<file path="src/rtl/pipe_shifter.sv">
// Pipelined barrel shifter: one power-of-two shift step per register stage, with a
// valid/ready handshake on both sides and a tag carried through alongside each operation.
module pipe_shifter #(
    parameter int WIDTH = 32,
    parameter int TAG_W = 4,
    localparam int AMT_W = $clog2(WIDTH)
) (
    input  logic             clk,
    input  logic             rst_n,
    input  logic             in_valid,
    output logic             in_ready,
    input  logic [WIDTH-1:0] in_data,
    input  logic [AMT_W-1:0] in_amt,
    input  logic [2:0]       in_mode,
    input  logic [TAG_W-1:0] in_tag,
    output logic             out_valid,
    input  logic             out_ready,
    output logic [WIDTH-1:0] out_data,
    output logic             out_carry,
    output logic             out_zero,
    output logic             out_err,
    output logic [TAG_W-1:0] out_tag
);

    localparam logic [2:0] MODE_SLL = 3'd0;
    localparam logic [2:0] MODE_ROL = 3'd1;
    localparam logic [2:0] MODE_SRL = 3'd2;
    localparam logic [2:0] MODE_SRA = 3'd3;
    localparam logic [2:0] MODE_ROR = 3'd4;

    function automatic logic [WIDTH-1:0] shift_data(input logic [WIDTH-1:0] d, input int s,
                                                    input logic [2:0] mode);
        logic signed [WIDTH-1:0] ds;
        logic [WIDTH-1:0]        r;
        ds = d;
        case (mode)
            MODE_SLL: r = d << s;
            MODE_ROL: r = (d << s) | (d >> (WIDTH - s));
            MODE_SRL: r = d >> s;
            MODE_SRA: r = ds >>> s;
            MODE_ROR: r = (d >> s) | (d << (WIDTH - s));
            default:  r = d;
        endcase
        return r;
    endfunction

    // The last bit leaving this step is also the last bit leaving the whole shift,
    // since earlier stages only moved the operand by smaller amounts.
    function automatic logic shift_carry(input logic [WIDTH-1:0] d, input int s,
                                         input logic [2:0] mode);
        logic [WIDTH-1:0] t;
        if (mode == MODE_SLL || mode == MODE_ROL)
            t = d >> (WIDTH - s);
        else
            t = d >> (s - 1);
        return t[0];
    endfunction

    logic             vld_q   [AMT_W];
    logic [WIDTH-1:0] data_q  [AMT_W];
    logic [AMT_W-1:0] amt_q   [AMT_W];
    logic [2:0]       mode_q  [AMT_W];
    logic [TAG_W-1:0] tag_q   [AMT_W];
    logic             carry_q [AMT_W];
    logic             err_q   [AMT_W];

    logic             vld_d   [AMT_W];
    logic [WIDTH-1:0] data_d  [AMT_W];
    logic [AMT_W-1:0] amt_d   [AMT_W];
    logic [2:0]       mode_d  [AMT_W];
    logic [TAG_W-1:0] tag_d   [AMT_W];
    logic             carry_d [AMT_W];
    logic             err_d   [AMT_W];

    logic             src_vld   [AMT_W];
    logic [WIDTH-1:0] src_data  [AMT_W];
    logic [AMT_W-1:0] src_amt   [AMT_W];
    logic [2:0]       src_mode  [AMT_W];
    logic [TAG_W-1:0] src_tag   [AMT_W];
    logic             src_carry [AMT_W];
    logic             src_err   [AMT_W];

    logic stall;

    always_comb begin
        stall = vld_q[AMT_W-1] && !out_ready;

        src_vld[0]   = in_valid;
        src_data[0]  = in_data;
        src_amt[0]   = in_amt;
        src_mode[0]  = in_mode;
        src_tag[0]   = in_tag;
        src_carry[0] = 1'b0;
        src_err[0]   = in_mode > MODE_ROR;
        for (int k = 1; k < AMT_W; k++) begin
            src_vld[k]   = vld_q[k-1];
            src_data[k]  = data_q[k-1];
            src_amt[k]   = amt_q[k-1];
            src_mode[k]  = mode_q[k-1];
            src_tag[k]   = tag_q[k-1];
            src_carry[k] = carry_q[k-1];
            src_err[k]   = err_q[k-1];
        end

        for (int k = 0; k < AMT_W; k++) begin
            vld_d[k]   = vld_q[k];
            data_d[k]  = data_q[k];
            amt_d[k]   = amt_q[k];
            mode_d[k]  = mode_q[k];
            tag_d[k]   = tag_q[k];
            carry_d[k] = carry_q[k];
            err_d[k]   = err_q[k];
            if (!stall) begin
                vld_d[k]   = src_vld[k];
                data_d[k]  = src_data[k];
                amt_d[k]   = src_amt[k];
                mode_d[k]  = src_mode[k];
                tag_d[k]   = src_tag[k];
                carry_d[k] = src_carry[k];
                err_d[k]   = src_err[k];
                if (src_amt[k][k] && !src_err[k]) begin
                    data_d[k]  = shift_data(src_data[k], 1 << k, src_mode[k]);
                    carry_d[k] = shift_carry(src_data[k], 1 << k, src_mode[k]);
                end
            end
        end
    end

    always_ff @(posedge clk) begin
        for (int k = 0; k < AMT_W; k++) begin
            if (!rst_n) begin
                vld_q[k]   <= 1'b0;
                data_q[k]  <= '0;
                amt_q[k]   <= '0;
                mode_q[k]  <= '0;
                tag_q[k]   <= '0;
                carry_q[k] <= 1'b0;
                err_q[k]   <= 1'b0;
            end else begin
                vld_q[k]   <= vld_d[k];
                data_q[k]  <= data_d[k];
                amt_q[k]   <= amt_d[k];
                mode_q[k]  <= mode_d[k];
                tag_q[k]   <= tag_d[k];
                carry_q[k] <= carry_d[k];
                err_q[k]   <= err_d[k];
            end
        end
    end

    // Outputs are forced to their idle values whenever no result is presented.
    always_comb begin
        in_ready  = !stall;
        out_valid = vld_q[AMT_W-1];
        out_data  = out_valid ? data_q[AMT_W-1] : '0;
        out_carry = out_valid && carry_q[AMT_W-1];
        out_err   = out_valid && err_q[AMT_W-1];
        out_tag   = out_valid ? tag_q[AMT_W-1] : '0;
        out_zero  = (out_data == '0);
    end

endmodule
</file>
<file path="config.mk">
export PLATFORM = sky130hd
export DESIGN_NAME = pipe_shifter
export DESIGN_NICKNAME = d
export VERILOG_FILES = /design/src/rtl/pipe_shifter.sv
export SDC_FILE = /design/constraint.sdc
export NUM_CORES = 1
export LEC_CHECK = 0
export BUFFER_PORTS_ARGS = -buffer_cell sky130_fd_sc_hd__buf_4
export CAP_MARGIN = 10
export CORE_MARGIN = 8
export CORE_UTILIZATION = 40
export DETAILED_ROUTE_END_ITERATION = 6
export GPL_TIMING_DRIVEN = 0
export HOLD_SLACK_MARGIN = 0.08
export PLACE_DENSITY = 0.57
export SLEW_MARGIN = 20
export SYNTH_ARGS = -nofsm -noshare
export SYNTH_HDL_FRONTEND = slang
export SYNTH_SLANG_ARGS = --single-unit
</file>
<file path="constraint.sdc">
create_clock -name clk -period 1.7 [get_ports clk]
set_clock_uncertainty 0.2 [all_clocks]
set_input_delay 0.085 -clock clk [delete_from_list [all_inputs] [get_ports clk]]
set_output_delay 0.085 -clock clk [all_outputs]
set_load 0.05 [all_outputs]
</file>
==> run_results.csv <==
group,metric,value,unit
setup_path,crit_required,1.41,ns
synthesis,synth-edff-count,3,
synthesis,yosys.area.top_type_share,0.385,
synthesis,yosys_register_bits,217,
synthesis,asyncSetResetFlopFracSynth,0,
run,maxCapViolCount,0,
cells_and_area,final_cells,2072,
pwr,max-vdd-ir-drop,0.000641,V
detailed_routing,first_iter_violations,812,
cts,cts_root_buffer,"clkbuf_16",
min_path,timing.hold.worst.start,"rst_n",
detailed_routing,route.detailed.vias_per_inst,5.75,
floorplanning,chipWidth,183,um
global_route,antenna_found_initial,0,
detailed_routing,vias,11906,
cts,htreeDepth,1,
detailed_routing,route.final.wire_length,44.1,mm
cts,cts_buffers,26,
synthesis,yosys.area.top_type,"dfxtp_1",
pwr,sw_frac_of_total,0.268,
cells_and_area,combined_area_of_the_multi_input_logic_cells,0.00804,mm2
setup_path,cp-start-kind,"flop",
global_route,grt_max_degree,20,
global_route,wire_length_of_the_first_global_routing_pass,65.9,mm
floorplanning,floorplan.rows,61,
timing,final-max-slew-violation-count,0,
timing,final_period_minus_worst_setup_slack,2.00,ns
cts,cts_max_path_bufs,3,
timing,timing.final.hold_violations,0,
setup_path,crit_arrival,1.72,ns
floorplanning,fp.coreArea,0.0276,mm2
setup_path,crit_start,"vld_q[4]$_DFFE_PP_",
cells_and_area,postLayoutCoreUtil,0.646,
pwr,clockPowerShare,0.435,
timing,worstMarginPinSlew,0.880,ns
floorplanning,io-pin-count,89,
pwr,power.switching,3.78,mW
global_route,use_met3,0.0299,
place,placedCellCount,1903,
synthesis,synth_cell_types,49,
cts,tritoncts_clock_tree,"done",
synthesis,syn-cell-area,0.0111,mm2
synthesis,syn_nets,1487,
pwr,cellInternalPower,10.3,mW
timing,final.setup.tns,-45.56,ns
cells_and_area,layout.filler_cells,2298,
min_path,whs_path_depth,7,
cells_and_area,final_nets,1722,
detailed_routing,ant_nets,0,
pwr,total_leakage_power,6.45,nW
synthesis,seq_area_frac_synth,0.393,
timing,maxClockFrequency,499,MHz
detailed_routing,drt_drc_violations_left,0,
cells_and_area,antenna_cells,0,
synthesis,netlist_top_cells_area,"dfxtp_1 38%, o21ai_0 6.6%, nand2_1 6.3%",
detailed_routing,drtPass1Iterations,5,
place,hpwl_after_dpl,29.6,mm
timing,timing.final.setup_violations,258,
pwr,p_seq_frac,0.419,
floorplanning,die_height,183,um
synthesis,synth-warning-count,0,
synthesis,dominantRegCellSynth,"dfxtp_1",
min_path,hold_path.class,"input port to flop",
timing,max_slew_margin,0.413,
status,status,"complete, but fails checks",
synthesis,postSynthAreaPerCell,7.73,um2
timing,rsz_0062_raised_after_global_routing,"true",
timing,worst_slack,-0.304,ns
global_route,grt_use_met1,0.296,
place,gp_routability_congestion,0.924,
cells_and_area,final_layout_size_suffix_gt1_frac,0.439,
global_route,global_route.peak_usage_layer,"met2",
cts,clk-insertion-delay-late,0.53,ns
setup_path,r2r.worst_path.cells,10,
place,io_buffers,86,
cells_and_area,syn_to_final_growth,60.2,%
detailed_routing,routed_wire_length_per_instance,21.3,um
timing,period_share,1.18,
cells_and_area,seq_area,0.00439,mm2
setup_path,r2r_start,"vld_q[4]$_DFFE_PP_",
cts,cts.sinks,217,
setup_path,critical_path_class,"flop to primary output",
global_route,global_router_s_overall_resource_usage,0.246,
setup_path,biggest_fanout_along_the_worst_timing_path,3,
pwr,power.density,791,mW/mm2
global_route,grtUsageMet2,0.429,
floorplanning,floorplan.initialDensity,0.403,
pwr,comb_power_share,0.147,
setup_path,timing.critical_path.to_type,"primary output",
cts,cts.reportedPaths.clkPinSlew,0.06,ns
status,violations,"negative setup slack",
synthesis,synthesis.instances,1439,
global_route,grt_overflow_total,0,
global_route,first_global_vias,11470,
floorplanning,full_die_area,0.0334,mm2
-- power by group through the flow --
| stage | clock (mW) | combinational, mW | sequential (mW) |
|---|---|---|---|
| 2_1_floorplan | 0 | 0.957 | 5.71 |
| 3_3_place_gp | 0 | 1.32 | 5.90 |
| 3_5_place_dp | 0 | 1.34 | 5.91 |
| 4_1_cts | 6.17 | 1.83 | 5.84 |
| 5_1_grt | 6.43 | 2.23 | 5.93 |
| 6_report | 6.14 | 2.07 | 5.91 |
-- registers in the layout, summed over array words and instances, names as in the netlist --
register / flops
data_q: 160
tag_q: 20
mode_q: 12
amt_q: 10
carry_q: 5
err_q: 5
vld_q: 5
-- layout make-up --
class                      instances  share of cell area
multi-input combinational       1077               0.451
sequential                       217               0.246
timing repair buffer             213               0.148
buffer                           134              0.0735
clock buffer                      42              0.0467
tap                              378              0.0265
clock inverter                     6             0.00730
inverter                           5             0.00147
-- Yosys cell counts (5+ instances only) --
cell type,instances
a211oi_1,71
a21oi_1,90
a221oi_1,37
a31oi_1,20
and2_1,44
buf_2,47
buf_4,5
clkbuf_1,81
dfxtp_1,214
mux2i_1,58
nand2_1,186
nand2b_1,16
nand3_1,82
nand3b_1,37
nor2_1,84
nor2b_1,14
nor3_1,12
nor4_1,8
o21ai_0,147
o21ai_1,111
o221ai_1,12
o31ai_1,12
-- placed cells by master (no fill, tap or decap), types with 10 or more instances in the layout --
cell type	Yosys	routed
nand3b_1	37	37
o21ai_1	111	114
o31ai_4	0	10
buf_2	47	20
a21oi_1	90	40
a211oi_1	71	52
nand3_2	0	36
nand2_2	2	41
nand3_1	82	46
buf_12	0	28
clkbuf_16	0	56
nand2_4	0	45
a21oi_2	0	50
nor2_1	84	78
clkbuf_2	0	17
clkbuf_4	0	11
a211oi_2	0	18
and2_4	0	38
o21ai_2	1	129
dlygate4sd3_1	0	50
o21ai_0	147	10
mux2i_1	58	57
buf_6	4	56
nor3_1	12	11
a31oi_1	20	20
a221oi_1	37	37
buf_4	5	66
dfxtp_1	214	205
nand2_1	186	101
nor2b_1	14	12
buf_8	0	42
clkbuf_1	81	32
nand2b_1	16	16
-- worst max-delay path, stage by stage (launching register included) --
cell and delay (ns):
edfxtp_1 0.37, buf_4 0.12, nor2b_4 0.20, inv_2 0.08
buf_8 0.13, clkbuf_16 0.14, buf_12 0.14
-- metal layers --
metal  vias up  routed length (um)
li1       5696                   -
met1      5715               18000
met2       371               21700
met3       124                2040
met4         0                2350
met5         -                   0
-- timing repair --
item,CTS,global route
pin swaps,141,173
buffers inserted,37,20
setup endpoints to repair,220,258
hold buffers,50,0
hold endpoints to repair,75,0
resized for setup,466,409
cloned,20,11
-- through the flow --
stage                     hold WS [ns]  power (mW)  area, um2  setup WS [ns]
final                           0.0913        14.1      17800         -0.304
after CTS                        0.149        13.8      16100         -0.298
after global routing             0.113        14.6      17800         -0.345
after detailed placement         0.146        7.24      12600         -0.449
after global placement           0.143        7.22      12600         -0.453
after floorplan                 0.0255        6.66      11500         -0.189
-- kinds of logic after synthesis --
group / after synthesis / share of synthesized area
and+or+nand+nor: 502 / 0.218
DFF: 217 / 0.393
muxes: 64 / 0.0586
buffers and inverters: 145 / 0.0586
AOI/OAI and AO/OA: 511 / 0.272
-- worst paths after layout --
path	to	slack, ns
setup reg to reg	data_q[1][31]$_SDFFE_PN0N_	-0.28
setup / recovery	in_ready	-0.30
hold / removal	data_q[4][17]$_SDFFE_PN0N_	0.09
hold reg to reg	tag_q[4][0]$_SDFFE_PN0N_	0.26
(Power assumes the default switching activity.)
